**config.mk**
```make
export PLATFORM = sky130hd
export DESIGN_NAME = mul_pipe_sched
export DESIGN_NICKNAME = d
export VERILOG_FILES = /design/src/rtl/mul_pipe_sched.sv
export SDC_FILE = /design/constraint.sdc
export NUM_CORES = 1
export LEC_CHECK = 0
export ABC_CLOCK_PERIOD_IN_PS = 2100
export CORE_UTILIZATION = 35
export DETAILED_ROUTE_END_ITERATION = 7
export HOLD_SLACK_MARGIN = 0.03
export PLACE_DENSITY = 0.76
export SYNTH_ARGS = -nofsm -noshare
export SYNTH_HDL_FRONTEND = slang
export SYNTH_SLANG_ARGS = --single-unit
```
**constraint.sdc**
```tcl
create_clock -name i_clk -period 2.1 [get_ports i_clk]
set_input_delay 0.42 -clock i_clk [delete_from_list [all_inputs] [get_ports i_clk]]
set_output_delay 0.42 -clock i_clk [all_outputs]
set_load 0.1 [all_outputs]
```
**src/rtl/mul_pipe_sched.sv**
```systemverilog
// mul_pipe_sched: round-robin front end for one shared pipelined multiplier.
// Grants at most one requester per cycle. Registers the operand pair into the pipe.
// Carries the requester index down a tag line that is matched against the pipe output.
// Returns each product as a one-cycle, one-hot response.
module mul_pipe_sched #(
    parameter int N_REQ    = 4,
    parameter int WIDTH_A  = 16,
    parameter int WIDTH_B  = 16,
    parameter int PIPE_LAT = 16   // must be >= 2
) (
    input  logic                         i_clk,
    input  logic                         i_rst,
    input  logic                         i_enable,
    input  logic [N_REQ-1:0]             i_req,
    input  logic [N_REQ*WIDTH_A-1:0]     i_req_a,
    input  logic [N_REQ*WIDTH_B-1:0]     i_req_b,
    output logic [N_REQ-1:0]             o_gnt,
    output logic [N_REQ-1:0]             o_rsp_valid,
    output logic [WIDTH_A+WIDTH_B-1:0]   o_rsp_data,
    output logic                         o_pipe_valid,
    output logic [WIDTH_A+WIDTH_B-1:0]   o_pipe_multiplicand,
    output logic [WIDTH_B-1:0]           o_pipe_multiplier,
    input  logic [WIDTH_A+WIDTH_B-1:0]   i_pipe_product,
    input  logic                         i_pipe_ready,
    output logic                         o_busy,
    output logic                         o_err
);

    localparam int IW = $clog2(N_REQ);
    localparam int PW = WIDTH_A + WIDTH_B;

    logic [IW-1:0]               r_ptr;
    logic                        r_pipe_valid;
    logic [PW-1:0]               r_mcand;
    logic [WIDTH_B-1:0]          r_mplier;
    logic [IW-1:0]               r_iss_idx;
    logic [PIPE_LAT-1:0]         r_tag_vld;
    logic [PIPE_LAT-1:0][IW-1:0] r_tag_idx;
    logic [N_REQ-1:0]            r_rsp_valid;
    logic [PW-1:0]               r_rsp_data;
    logic                        r_err;

    logic                        w_any;
    logic [IW-1:0]               w_win;
    logic [IW:0]                 w_sum;
    logic [N_REQ-1:0]            w_gnt;
    logic [IW-1:0]               w_ptr_nxt;
    logic [WIDTH_A-1:0]          w_a;
    logic [WIDTH_B-1:0]          w_b;
    logic                        w_tag_vld;
    logic [IW-1:0]               w_tag_idx;

    // Round-robin search from r_ptr upward with wrap; first active request wins.
    always_comb begin
        w_any = 1'b0;
        w_win = '0;
        w_sum = '0;
        w_gnt = '0;
        if (i_enable && !i_rst) begin
            for (int k = 0; k < N_REQ; k++) begin
                w_sum = {1'b0, r_ptr} + (IW+1)'(k);
                if (w_sum >= (IW+1)'(N_REQ))
                    w_sum = w_sum - (IW+1)'(N_REQ);
                if (!w_any && i_req[w_sum[IW-1:0]]) begin
                    w_any = 1'b1;
                    w_win = w_sum[IW-1:0];
                end
            end
        end
        if (w_any)
            w_gnt = N_REQ'(1) << w_win;
    end

    assign w_ptr_nxt = (w_win == IW'(N_REQ-1)) ? '0 : w_win + 1'b1;
    assign w_a       = i_req_a[w_win*WIDTH_A +: WIDTH_A];
    assign w_b       = i_req_b[w_win*WIDTH_B +: WIDTH_B];

    // Issue stage: capture the winner's operands; operands read as zero when idle.
    always_ff @(posedge i_clk) begin
        if (i_rst) begin
            r_ptr        <= '0;
            r_pipe_valid <= 1'b0;
            r_mcand      <= '0;
            r_mplier     <= '0;
            r_iss_idx    <= '0;
        end else begin
            r_pipe_valid <= w_any;
            r_iss_idx    <= w_win;
            if (w_any) begin
                r_ptr    <= w_ptr_nxt;
                r_mcand  <= {{WIDTH_B{1'b0}}, w_a};
                r_mplier <= w_b;
            end else begin
                r_mcand  <= '0;
                r_mplier <= '0;
            end
        end
    end

    // Tag line fed from the issue register so its output lines up with pipe_ready.
    always_ff @(posedge i_clk) begin
        if (i_rst) begin
            r_tag_vld <= '0;
            r_tag_idx <= '0;
        end else begin
            r_tag_vld <= {r_tag_vld[PIPE_LAT-2:0], r_pipe_valid};
            r_tag_idx <= {r_tag_idx[PIPE_LAT-2:0], r_iss_idx};
        end
    end

    assign w_tag_vld = r_tag_vld[PIPE_LAT-1];
    assign w_tag_idx = r_tag_idx[PIPE_LAT-1];

    // Response/err: a product is returned only when the pipe and tag line agree.
    always_ff @(posedge i_clk) begin
        if (i_rst) begin
            r_rsp_valid <= '0;
            r_rsp_data  <= '0;
            r_err       <= 1'b0;
        end else begin
            r_rsp_valid <= '0;
            if (i_pipe_ready && w_tag_vld) begin
                r_rsp_valid <= N_REQ'(1) << w_tag_idx;
                r_rsp_data  <= i_pipe_product;
            end
            if (i_pipe_ready != w_tag_vld)
                r_err <= 1'b1;
        end
    end

    assign o_gnt               = w_gnt;
    assign o_rsp_valid         = r_rsp_valid;
    assign o_rsp_data          = r_rsp_data;
    assign o_pipe_valid        = r_pipe_valid;
    assign o_pipe_multiplicand = r_mcand;
    assign o_pipe_multiplier   = r_mplier;
    assign o_busy              = r_pipe_valid | (|r_tag_vld) | (|r_rsp_valid);
    assign o_err               = r_err;

endmodule

```
# ---- After elaboration in Yosys (flattened, before gate mapping)
# Index checks and enable logic that the tools add are counted.
dict set report word_totals {
  in_bits 168
  wordCells 96
  register_bits 138
  out_inout_bits 91
}
dict set report classes {
  bitwise_logic 4
  shifts 4
  n_mux 31
  n_eq_ne 2
  n_addsub 8
  n_lt_le_gt_ge 8
  n_reduce_logical 13
}
# cell count
set ops {}
lappend ops {{$shiftx A64 B7 Y16} 2}
lappend ops {{$mux W2} 14}
lappend ops {{$reduce_or A16 Y1} 1}
lappend ops {{$lt A2 B3 Y1 const B} 4}
lappend ops {{$mux W1} 12}
lappend ops {{$ge A3 B3 Y1 const B} 3}
lappend ops {{$bmux W1 S2} 4}
lappend ops {{$shl A1 B2 Y4 const A} 2}
lappend ops {{$sub A2 B1 Y2 const B} 4}
lappend ops {{$add A2 B2 Y3 const B} 2}
lappend ops {{$logic_and A1 B1 Y1} 5}
lappend ops {{$logic_not A1 Y1} 4}
lappend ops {{$mux W4} 1}
lappend ops {{$reduce_or A2 Y1} 2}
lappend ops {{$reduce_or A4 Y1} 1}
lappend ops {{$add A2 B1 Y3 const B} 1}
lappend ops {{$ge A2 B3 Y1 const B} 1}
lappend ops {{$add A2 B1 Y2 const B} 1}
lappend ops {{$eq A2 B2 Y1 const B} 1}
lappend ops {{$not A1 Y1} 2}
lappend ops {{$or A1 B1 Y1} 2}
lappend ops {{$ne A1 B1 Y1} 1}

# ---- Longest topological paths before layout
# Gate-level depths: netlist (run 1).
dict set report depth {
  word_depth 21
  depth_mapped 9
  mapped_depth_nobuf 7
}

# ---- Worst setup path before layout (run 1)
# Ideal clock, no wire load.
dict set report synth_path {
  path_kind {input to output}
  start {input port i_req[2]}
  end {output port o_gnt[1]}
  required_time_ps 1680
  n_path_buf 2
  slack_ps -597
  cell_stages 8
  arrival_time_ps 2277
  path_cell_list {nor2b_1 -> nor4b_2 -> nor2_2 -> buf_4 -> buf_2 -> nor2_2 -> ha_1 -> and2_1}
}
dict set report synth_between {
  elab_chain_cells 18
  elab_cells_between_ends 29
  cone_classes {shift (1); mux (22); reduce/logical (6)}
}
# item line
set synth_rtl {}
lappend synth_rtl {{start, declared} 14} ;# input logic [N_REQ-1:0] i_req,
lappend synth_rtl {{$bmux W1 S2} 64} ;# if (!w_any && i_req[w_sum[IW-1:0]]) begin
lappend synth_rtl {{$mux W1 (implied by the code)} 64}
lappend synth_rtl {{$mux W1} 64}
lappend synth_rtl {{$mux W1} 59} ;# if (i_enable && !i_rst) begin
lappend synth_rtl {{$logic_not A1 Y1} 64}
lappend synth_rtl {{$logic_and A1 B1 Y1} 64}
lappend synth_rtl {{$mux W1} 64}
lappend synth_rtl {{$mux W1} 59}
lappend synth_rtl {{[3 not listed]} n/a}
lappend synth_rtl {{$mux W1} 59}
lappend synth_rtl {{$logic_not A1 Y1} 64}
lappend synth_rtl {{$logic_and A1 B1 Y1} 64}
lappend synth_rtl {{$mux W2 *} 64}
lappend synth_rtl {{$mux W2 *} 59}
lappend synth_rtl {{net w_win[0]} 44} ;# logic [IW-1:0] w_win;
lappend synth_rtl {{$shl A1 B2 Y4 *} 71} ;# w_gnt = N_REQ'(1) << w_win;
lappend synth_rtl {{$mux W4 *} 70} ;# if (w_any)
lappend synth_rtl {{end, declared} 17} ;# output logic [N_REQ-1:0] o_gnt,
# Mark *: on every way through the listed nets, which the timed path passes. The rest lies on a longest branch. The select of a mux whose other input is x is not followed.

# ---- Worst setup path after layout (run 1)
dict set report layout_path {
  start {register r_ptr[0]}
  end {output port o_gnt[0]}
}
dict set report layout_between {
  elab_chain_cells 21
  elab_cells_between_ends 48
  cone_classes {add/sub (7); order compare (4); shift (1); mux (30); reduce/logical (6)}
}
# item line
set layout_rtl {}
lappend layout_rtl {{start, declared} 32} ;# logic [IW-1:0] r_ptr;
lappend layout_rtl {{start signal, assigned} 90} ;# r_ptr <= w_ptr_nxt;
lappend layout_rtl {{$ge A2 B3 Y1 / $sub A2 B1 Y2 (equally long branches)} {62, 63}}
lappend layout_rtl {{$mux W2} 62} ;# if (w_sum >= (IW+1)'(N_REQ))
lappend layout_rtl {{$mux W2} 59}
lappend layout_rtl {{$bmux W1 S2} 64}
lappend layout_rtl {{$mux W1 (implied by the code)} 64}
lappend layout_rtl {{$mux W1} 64}
lappend layout_rtl {{$mux W1} 59}
lappend layout_rtl {{$logic_not A1 Y1} 64}
lappend layout_rtl {{[6 not listed]} n/a}
lappend layout_rtl {{$mux W1} 59}
lappend layout_rtl {{$logic_not A1 Y1} 64}
lappend layout_rtl {{$logic_and A1 B1 Y1} 64}
lappend layout_rtl {{$mux W2 *} 64}
lappend layout_rtl {{$mux W2 *} 59}
lappend layout_rtl {{net w_win[0]} 44}
lappend layout_rtl {{$shl A1 B2 Y4 *} 71}
lappend layout_rtl {{$mux W4 *} 70}
# Marks and branches as above.

==> results.md, run 1 <==
- In this run, distinct cell masters in the synthesized netlist total 32.
- The largest stage delay on the critical path is 0.37 ns.
- Timing would allow up to 0.432 GHz.
- The number of clock buffers added by TritonCTS is 17.
- The starting density of the core is 35.9%.
- After the flow finishes, the layout carries non-filler instances totaling 903.
- The root buffer cell chosen for the clock tree is clkbuf_16.
- For the worst setup path, the data arrival time is 1.89 ns.
- The slew at the pin closest to its max-slew limit is 0.854 ns.
- In this run the number of H-tree levels came out at 4.
- In the final design database the tool counted 887 nets.
- The slowest cell on the critical path is dfxtp_4.
- The checks that failed: setup timing.
- TritonCTS built the clock tree.
- The peak supply drop is 613 uV.
- The detailed-route via count is 4,225.
- The total clock sinks is 122.
- Broken down by cell family, the worst path's largest delay share belongs to simple AND/OR/NAND/NOR gates.
- The cell seen most often among critical-path stages is nor2_4.
- The clock slew at the register clock pins of the worst setup and hold paths is 0.05 ns.
- For this block, the initial DRC count from the detailed router was 161.
- The type of element launching the critical path is a register.
- The wire length per cell after detailed routing is 14.8 um.
- STA classifies the critical path endpoint as an output pin.
- Dividing the synthesized area by the synthesized cell count gives 10.2 um^2.
- The residual antenna-violating net count after detailed routing is 0.
- The sequential group share of total power is 36.1%.
- The region available for standard cell placement spans 13,300 um^2.
- The maximum clock insertion buffer count is 2.
- The relative contribution of the clock network to total power is 42.9%.
- After floorplanning, the core was divided into 42 placement rows.
- The count of synthesis-stage warnings from yosys is 0.
- The first-pass detailed-route iteration total is 5.
- For this run, design rule violations remaining after detail routing come to 0.
- Input and output buffers added on the ports amount to 242.
- For this design the ratio of total power to cell area is 838 nW/um^2.
- The internal power consumption is 0.00468 W.
- The analysis attributes to net switching a power of 0.00199 W.
- The post-detailed-routing wire length is 13.3 mm.
- The min-delay analysis places its worst path in the category in -> reg.
- At the end of routability-driven placement, the weighted congestion stood at 0.879.
- The number of cells produced by synthesis is 467.
- After synthesis the cells add up to 4770 um^2.
- The net switching fraction of the power is 29.8%.
- Summing all flip-flop and latch instances after layout gives 2450 um^2.
- In this run, post-CTS hold repair placed 0 buffers.
- The number of antenna diodes in the final layout is 0.
- In this run, synthesis produced a sequential element count of 122.
- The final worst-path setup slack is -0.212 ns.
- Once placement completed, the tool counted placed cells totaling 870.
- The final critical-path required period is 2.31 ns.
- The via count of the first global-routing pass is 4,307.
- The final-report hold violation count is 0.
- The die covers 14,100 um^2.
- The run finished, with violations left.
- The initial antenna violation count is 0.
- The die extent in x is 119 um.
- In the final layout, the share of cells above drive strength 1 is 22.3%.
- Dividing the detail-routed via count by the number of cells gives 4.68.
- The data required time at the worst endpoint is 1.68 ns.
- The number of pins exceeding their max-slew limit in the final report was 0.
- The worst-case clock skew is 0.00942 ns.
- The post-synthesis sequential area ratio is 51.2%.
- Summed over all layers, the global routing overflow is 0.
- The period utilization is 110%.
- The share of total power dissipated in combinational logic is 21.0%.
- The static leakage is 3.28 nW.
- The first global-routing pass estimated 21.0 mm of wire.
- The tightest slew margin relative to the limit is 43.0%.
- The critical path is of the reg -> out type.
- The combined area of the multi-input logic cells is 2180 um^2.
- Across the run, the number of max-cap violations was 0.
- The boundary pin count is 259.
- Counting the fill cells in the layout gives 1,105.
- The maximum number of pins on one net before global-route repair is 83.
- Global routing used 19.2% of the available tracks across all layers.
- The worst register-to-register path has a setup slack of 0.08 ns.
- The layout-stage area growth over the synthesis result is 66.7%.
- The clock latency on the worst-skew pair is 0.41 ns.
- The worst hold-check slack is 0.362 ns.
- The HPWL reported at the end of detailed placement is 10.3 mm.
- The floorplan step set the die height to 119 um.
- Setup repair after global routing could not meet its margin everywhere.
- Setup violations remaining at the end of the flow were counted as 5.
- Cells fill 59.9% of the core in the end.
- The buffering stage count on the worst path with inverters included is 2.
- The critical path goes through nor2b_4 -> nor4b_4 -> nor2_4 -> nor2_4 -> inv_2 -> ha_2 -> and2_4 -> buf_12.
- The highest net fanout along the worst path is 3.
==> final timing paths <==
check / start / endpoint / depth (start not counted)
worst min register to register: r_tag_idx[18] / r_tag_idx[20] / 1
worst max register to register: r_ptr[0] / o_pipe_multiplicand[12] / 6
worst min-delay path: i_rst / r_ptr[1] / 3
worst max-delay path: r_ptr[0] / o_gnt[0] / 8
==> repair_timing <==
item,in CTS,in global routing
buffers inserted,0,1
pin swaps,6,7
gates resized for setup,15,10
setup endpoints to repair,37,16
==> registers in the layout, indices dropped and copies added (netlist names), 2 cells and up <==
name / flops
w_tag_idx: 2
r_tag_idx: 30
r_tag_vld: 16
o_rsp_data: 32
r_ptr: 2
o_pipe_multiplicand: 16
o_pipe_multiplier: 16
o_rsp_valid: 4
r_iss_idx: 2
==> logic make-up after synthesis <==
logic type / synth area share [%]
and+or+nand+nor: 20.6
adders and majority gates: 1.31
buffers and inverters: 7.15
DFF: 51.2
other: 0.0785
muxes: 13.4
AOI/OAI and AO/OA: 6.32
==> layout make-up <==
cell class | count | share of cell area [%]
clock buffer | 17 | 5.35
clock inverter | 15 | 2.03
multi-input combinational | 307 | 27.4
sequential | 122 | 30.8
timing repair buffer | 263 | 31.6
tap | 176 | 2.77
inverter | 3 | 0.141
==> worst register-to-register path: cells and delay by family, from the launching register on <==
family,cells,cell delay [ns]
flops,1,0.36
buf+inv,1,0.66
mux,1,0.36
simple gates,3,0.40
compound gates,1,0.11
==> power groups by stage <==
| stage | Combinational (W) | Sequential (W) | Clock (W) |
|---|---|---|---|
| finish | 0.00140 | 0.00241 | 0.00286 |
| global route | 0.00146 | 0.00241 | 0.00303 |
| CTS | 0.00141 | 0.00241 | 0.00291 |
| detailed placement | 0.00140 | 0.00246 | 0 |
| global placement | 0.00138 | 0.00246 | 0 |
| floorplan | 0.000504 | 0.00285 | 0 |
==> cells in the mapped netlist <==
cell      instances  area (um^2)
a21boi_2          1         11.3
buf_2            12         60.1
and3_1            1         6.26
o211ai_1         33          248
or2_1             1         6.26
nor4_2            1         12.5
a21oi_4           1         16.3
nand2b_4          1         13.8
nor2_2            3         18.8
nand2_1           5         18.8
nor2b_1          54          338
o21bai_1          1         7.51
mux2i_1          64          641
buf_4            22          165
nor4b_2           1         15.0
o21ai_0           2         10.0
and2_1            4         25.0
ha_1              5         62.6
nor3_1            1         5.00
nor3b_1           1         7.51
a211o_1           1         8.76
clkbuf_1         10         37.5
nand4_1           1         6.26
or4_1             2         15.0
nor4_1            3         18.8
buf_6             6         67.6
nand3_1          64          320
nand2b_1          2         12.5
inv_1             3         11.3
conb_1            1         3.75
dfxtp_1         122         2440
nor2_1           38          143
==> routing by layer <==
| layer | share of wire [%] | vias up | global-route usage (%) |
|---|---|---|---|
| met5 | 0 | - | 0 |
| met1 | 37 | 1921 | 18.8 |
| met3 | 7.9 | 28 | 6.61 |
| met4 | 3.3 | 0 | 10.2 |
| met2 | 52 | 201 | 35.4 |
| li1 | - | 2075 | - |
==> cells in the final DEF, fill, tap and decap left out, types with 2 or more instances in the layout <==
master / count
clkdlybuf4s50_1: 162
dfxtp_1: 118
buf_4: 85
mux2i_1: 64
nand3_1: 63
nor2b_1: 49
nor2_1: 38
o211ai_1: 33
clkbuf_16: 17
conb_1: 16
buf_12: 11
inv_6: 7
nand2_1: 5
and2_4: 4
nor2_4: 3
nor2b_4: 3
clkinv_2: 3
clkbuf_2: 3
nor2b_2: 2
nor4_4: 2
inv_1: 2
nor4_1: 2
nand2b_1: 2
o21ai_0: 2
ha_1: 2
ha_2: 2
clkinv_4: 2
bufinv_16: 2
dfxtp_4: 2
dfxtp_2: 2
==> through the flow <==
step | power (W) | instance area [um^2] | setup slack, ns | TNS [ns]
6_report | 0.00667 | 7960 | -0.212 | -0.930
5_1_grt | 0.00690 | 7960 | -0.283 | -1.35
4_1_cts | 0.00673 | 7940 | -0.301 | -1.35
3_5_place_dp | 0.00385 | 7330 | -0.643 | -20.63
3_3_place_gp | 0.00384 | 7330 | -0.571 | -16.31
2_1_floorplan | 0.00336 | 4920 | -0.0457 | -0.130
(Power assumes the default switching activity.)
==> run 2: changes to the inputs <==
--- a/config.mk
+++ b/config.mk
@@ -6,10 +6,12 @@
 export NUM_CORES = 1
 export LEC_CHECK = 0
 export ABC_CLOCK_PERIOD_IN_PS = 2100
-export CORE_UTILIZATION = 35
+export CELL_PAD_IN_SITES_DETAIL_PLACEMENT = 1
+export CELL_PAD_IN_SITES_GLOBAL_PLACEMENT = 2
+export CORE_UTILIZATION = 20
 export DETAILED_ROUTE_END_ITERATION = 7
 export HOLD_SLACK_MARGIN = 0.03
-export PLACE_DENSITY = 0.76
+export PLACE_DENSITY_LB_ADDON = 0.1
 export SYNTH_ARGS = -nofsm -noshare
 export SYNTH_HDL_FRONTEND = slang
 export SYNTH_SLANG_ARGS = --single-unit
==> run 2 against run 1 <==
- flip-flop and latch count is the same
- via count up 1.4%
- critical path depth up 2
- the run still ends with setup timing left
- critical endpoint is now o_gnt[2]
- register-to-register slack better by 0.06 ns
==> results.md, run 2 (synthesized netlist as in run 1, its figures left out) <==
- The post-CTS setup buffer count is 0 (unchanged).
- The worst hold-check slack is 0.328 ns (was 0.362 ns).
- The final worst-path setup slack is -0.217 ns (was -0.212 ns).
- The number of flip-flops in the largest register is 32 (unchanged).
- The area of all sequential standard cells is 2450 um^2 (about the same).
- The clock tree root buffer cell is clkbuf_16 (unchanged).
- The die extent in x is 157 um (was 119 um).
- The accumulated negative setup slack is -0.953 ns (was -0.930 ns).
- The first-pass detailed-route iteration total is 4 (was 5).
- The final net count came to 892 (was 887).
- The area of the core is 23,500 um^2 (was 13,300 um^2).
- The total routing resource utilization after global routing is 13.2% (was 19.2%).
- The fraction of final layout cells sized beyond drive strength 1 is 23.1% (was 22.3%).
- The total clock sinks is 122 (unchanged).
- The maximum number of pins on one net before global-route repair came to 84 (was 83).
- Most frequent cells in the layout: clkdlybuf4s50_1 (162), dfxtp_1 (120), buf_4 (89) (was clkdlybuf4s50_1 (162), dfxtp_1 (118), buf_4 (85)).
- The global placement routability congestion was 0.739 (was 0.879).
- The tightest slew margin relative to the limit is 44.2% (was 43.0%).
- The number of instances in the placed design is 1,019 (was 870).
- The count of buffers from port buffering was 242 (unchanged).
- The total CTS buffers came to 17 (unchanged).
- The clock slew at the register clock pins of the worst setup and hold paths is 0.06 ns (was 0.05 ns).
- The die height is 157 um (was 119 um).
- The boundary pin count is 259 (unchanged).
- The maximum clock insertion buffer count came to 2 (unchanged).
- The residual antenna-violating net count after detailed routing is 0 (unchanged).
- The number of hold buffers added after CTS is 0 (unchanged).
- The H-tree depth was 4 (unchanged).
- The final setup violation count came to 5 (unchanged).
- The detailed-route via count is 4,285 (was 4,225).
- The starting density of the core is 20.3% (was 35.9%).
- The number of pins exceeding their max-slew limit in the final report came to 0 (unchanged).
- The peak supply drop is 388 uV (was 613 uV).
- The highest net fanout along the worst path was 3 (unchanged).
- The critical path capture point type is an output pin (unchanged).
- Result of the run: finished with violations (unchanged).
- The post-detailed-routing wire length is 16.0 mm (was 13.3 mm).
- The final critical-path required period was 2.32 ns (was 2.31 ns).
- The instance area at placement is 7550 um^2 (was 7330 um^2).
- The data required time at the worst endpoint is 1.68 ns (about the same).
- The clock latency on the worst-skew pair was 0.42 ns (was 0.41 ns).
- The HPWL reported at the end of detailed placement was 12.0 mm (was 10.3 mm).
- Failing checks: setup timing (unchanged).
- The floorplan row count was 56 (was 42).
- The worst setup path category is in -> out (was reg -> out).
- The total DRC errors in the routed layout is 0 (unchanged).
- The initial antenna violation count came to 0 (unchanged).
- The final standard cell count with taps included and fillers excluded is 1,051 (was 903).
- The number of fillers in the final layout was 2,623 (was 1,105).
- The combined area of the multi-input logic cells was 2210 um^2 (was 2180 um^2).
- The count of antenna diodes in the layout is 0 (unchanged).
- The worst hold-check path type is in -> reg (unchanged).
- The total grt overflow was 0 (unchanged).
- The critical path arrival came to 1.90 ns (was 1.89 ns).
- The average vias per placed instance is 4.08 (was 4.68).
- The type of element launching the critical path is a primary input (was register).
- RSZ-0062 raised after global routing: true (unchanged).
- The wire length per cell after detailed routing is 15.3 um (was 14.8 um).
- The layout-stage area growth over the synthesis result came to 71.5% (was 66.7%).
- The period utilization is 110% (about the same).
- The via count of the first global-routing pass came to 4,582 (was 4,307).
- The post-layout instance area was 8190 um^2 (was 7960 um^2).
- The full die area is 24,500 um^2 (was 14,100 um^2).
- The fmax is 0.432 GHz (about the same).
- The final-report hold violation count came to 0 (unchanged).
- The static leakage was 3.28 nW (about the same).
- The max-capacitance violation count is 0 (unchanged).
- The clock tree from TritonCTS is done (unchanged).
- The power density over the cells came to 815 nW/um^2 (was 838 nW/um^2).
- The first-pass GRT wire length is 24.3 mm (was 21.0 mm).
- The slew at the pin closest to its max-slew limit is 0.837 ns (was 0.854 ns).
- The worst-case clock skew was 0.0152 ns (was 0.00942 ns).
- The commonest non-fill, non-tap cell in the layout is clkdlybuf4s50_1 (unchanged).
- The number of DRC violations after detailed-routing iteration 0 is 123 (was 161).
run 2: routing by layer:
layer  GRT usage, %  routed length [um]  vias up
met5              0                   0        -
met4           4.95                 169        0
met3           7.17                1970       10
met2           22.8                7780      179
met1           13.3                6110     2011
li1               -                   -     2085
run 2: layout make-up:
class | instances | area share, %
Clock buffer | 18 | 5.24
Clock inverter | 14 | 1.68
Inverter | 3 | 0.137
Multi-Input combinational cell | 307 | 27.0
Sequential cell | 122 | 29.9
Tap cell | 319 | 4.87
Timing Repair Buffer | 268 | 31.1
run 2: critical path: stages:
cell,delay [ns]
dlygate4sd2_1,0.27
nor2b_4,0.15
nor4_4,0.20
buf_4,0.16
nor2_4,0.04
nor2_4,0.12
inv_2,0.08
ha_4,0.15
and2_4,0.14
buf_12,0.16
run 2: worst paths after layout:
check	start	endpoint	slack (ns)	cells after the start
max reg2reg	r_ptr[0]	o_pipe_multiplicand[6]	0.14	8
max	i_req[2]	o_gnt[2]	-0.22	10
min	i_rst	r_ptr[0]	0.33	3
min reg2reg	r_tag_idx[7]	r_tag_idx[9]	0.44	1
run 2: what timing repair did:
action	4_1_cts	5_1_grt
pin swaps	7	9
setup endpoints to repair	30	8
gates resized for setup	15	15
cloned	0	0
run 2: per-stage QoR:
step / setup slack (ns) / power (W) / utilization (%)
2_1_floorplan: -0.0457 / 0.00336 / -
3_3_place_gp: -0.608 / 0.00389 / 32.2
3_5_place_dp: -0.688 / 0.00390 / 32.2
4_1_cts: -0.333 / 0.00682 / 34.7
5_1_grt: -0.317 / 0.00699 / 34.9
6_report: -0.217 / 0.00668 / 34.9
run 2: power breakdown:
group	switching (W)	internal [W]
combinational	0.000893	0.000549
sequential	0.0000262	0.00238
clock	0.00117	0.00166
total	0.00209	0.00459
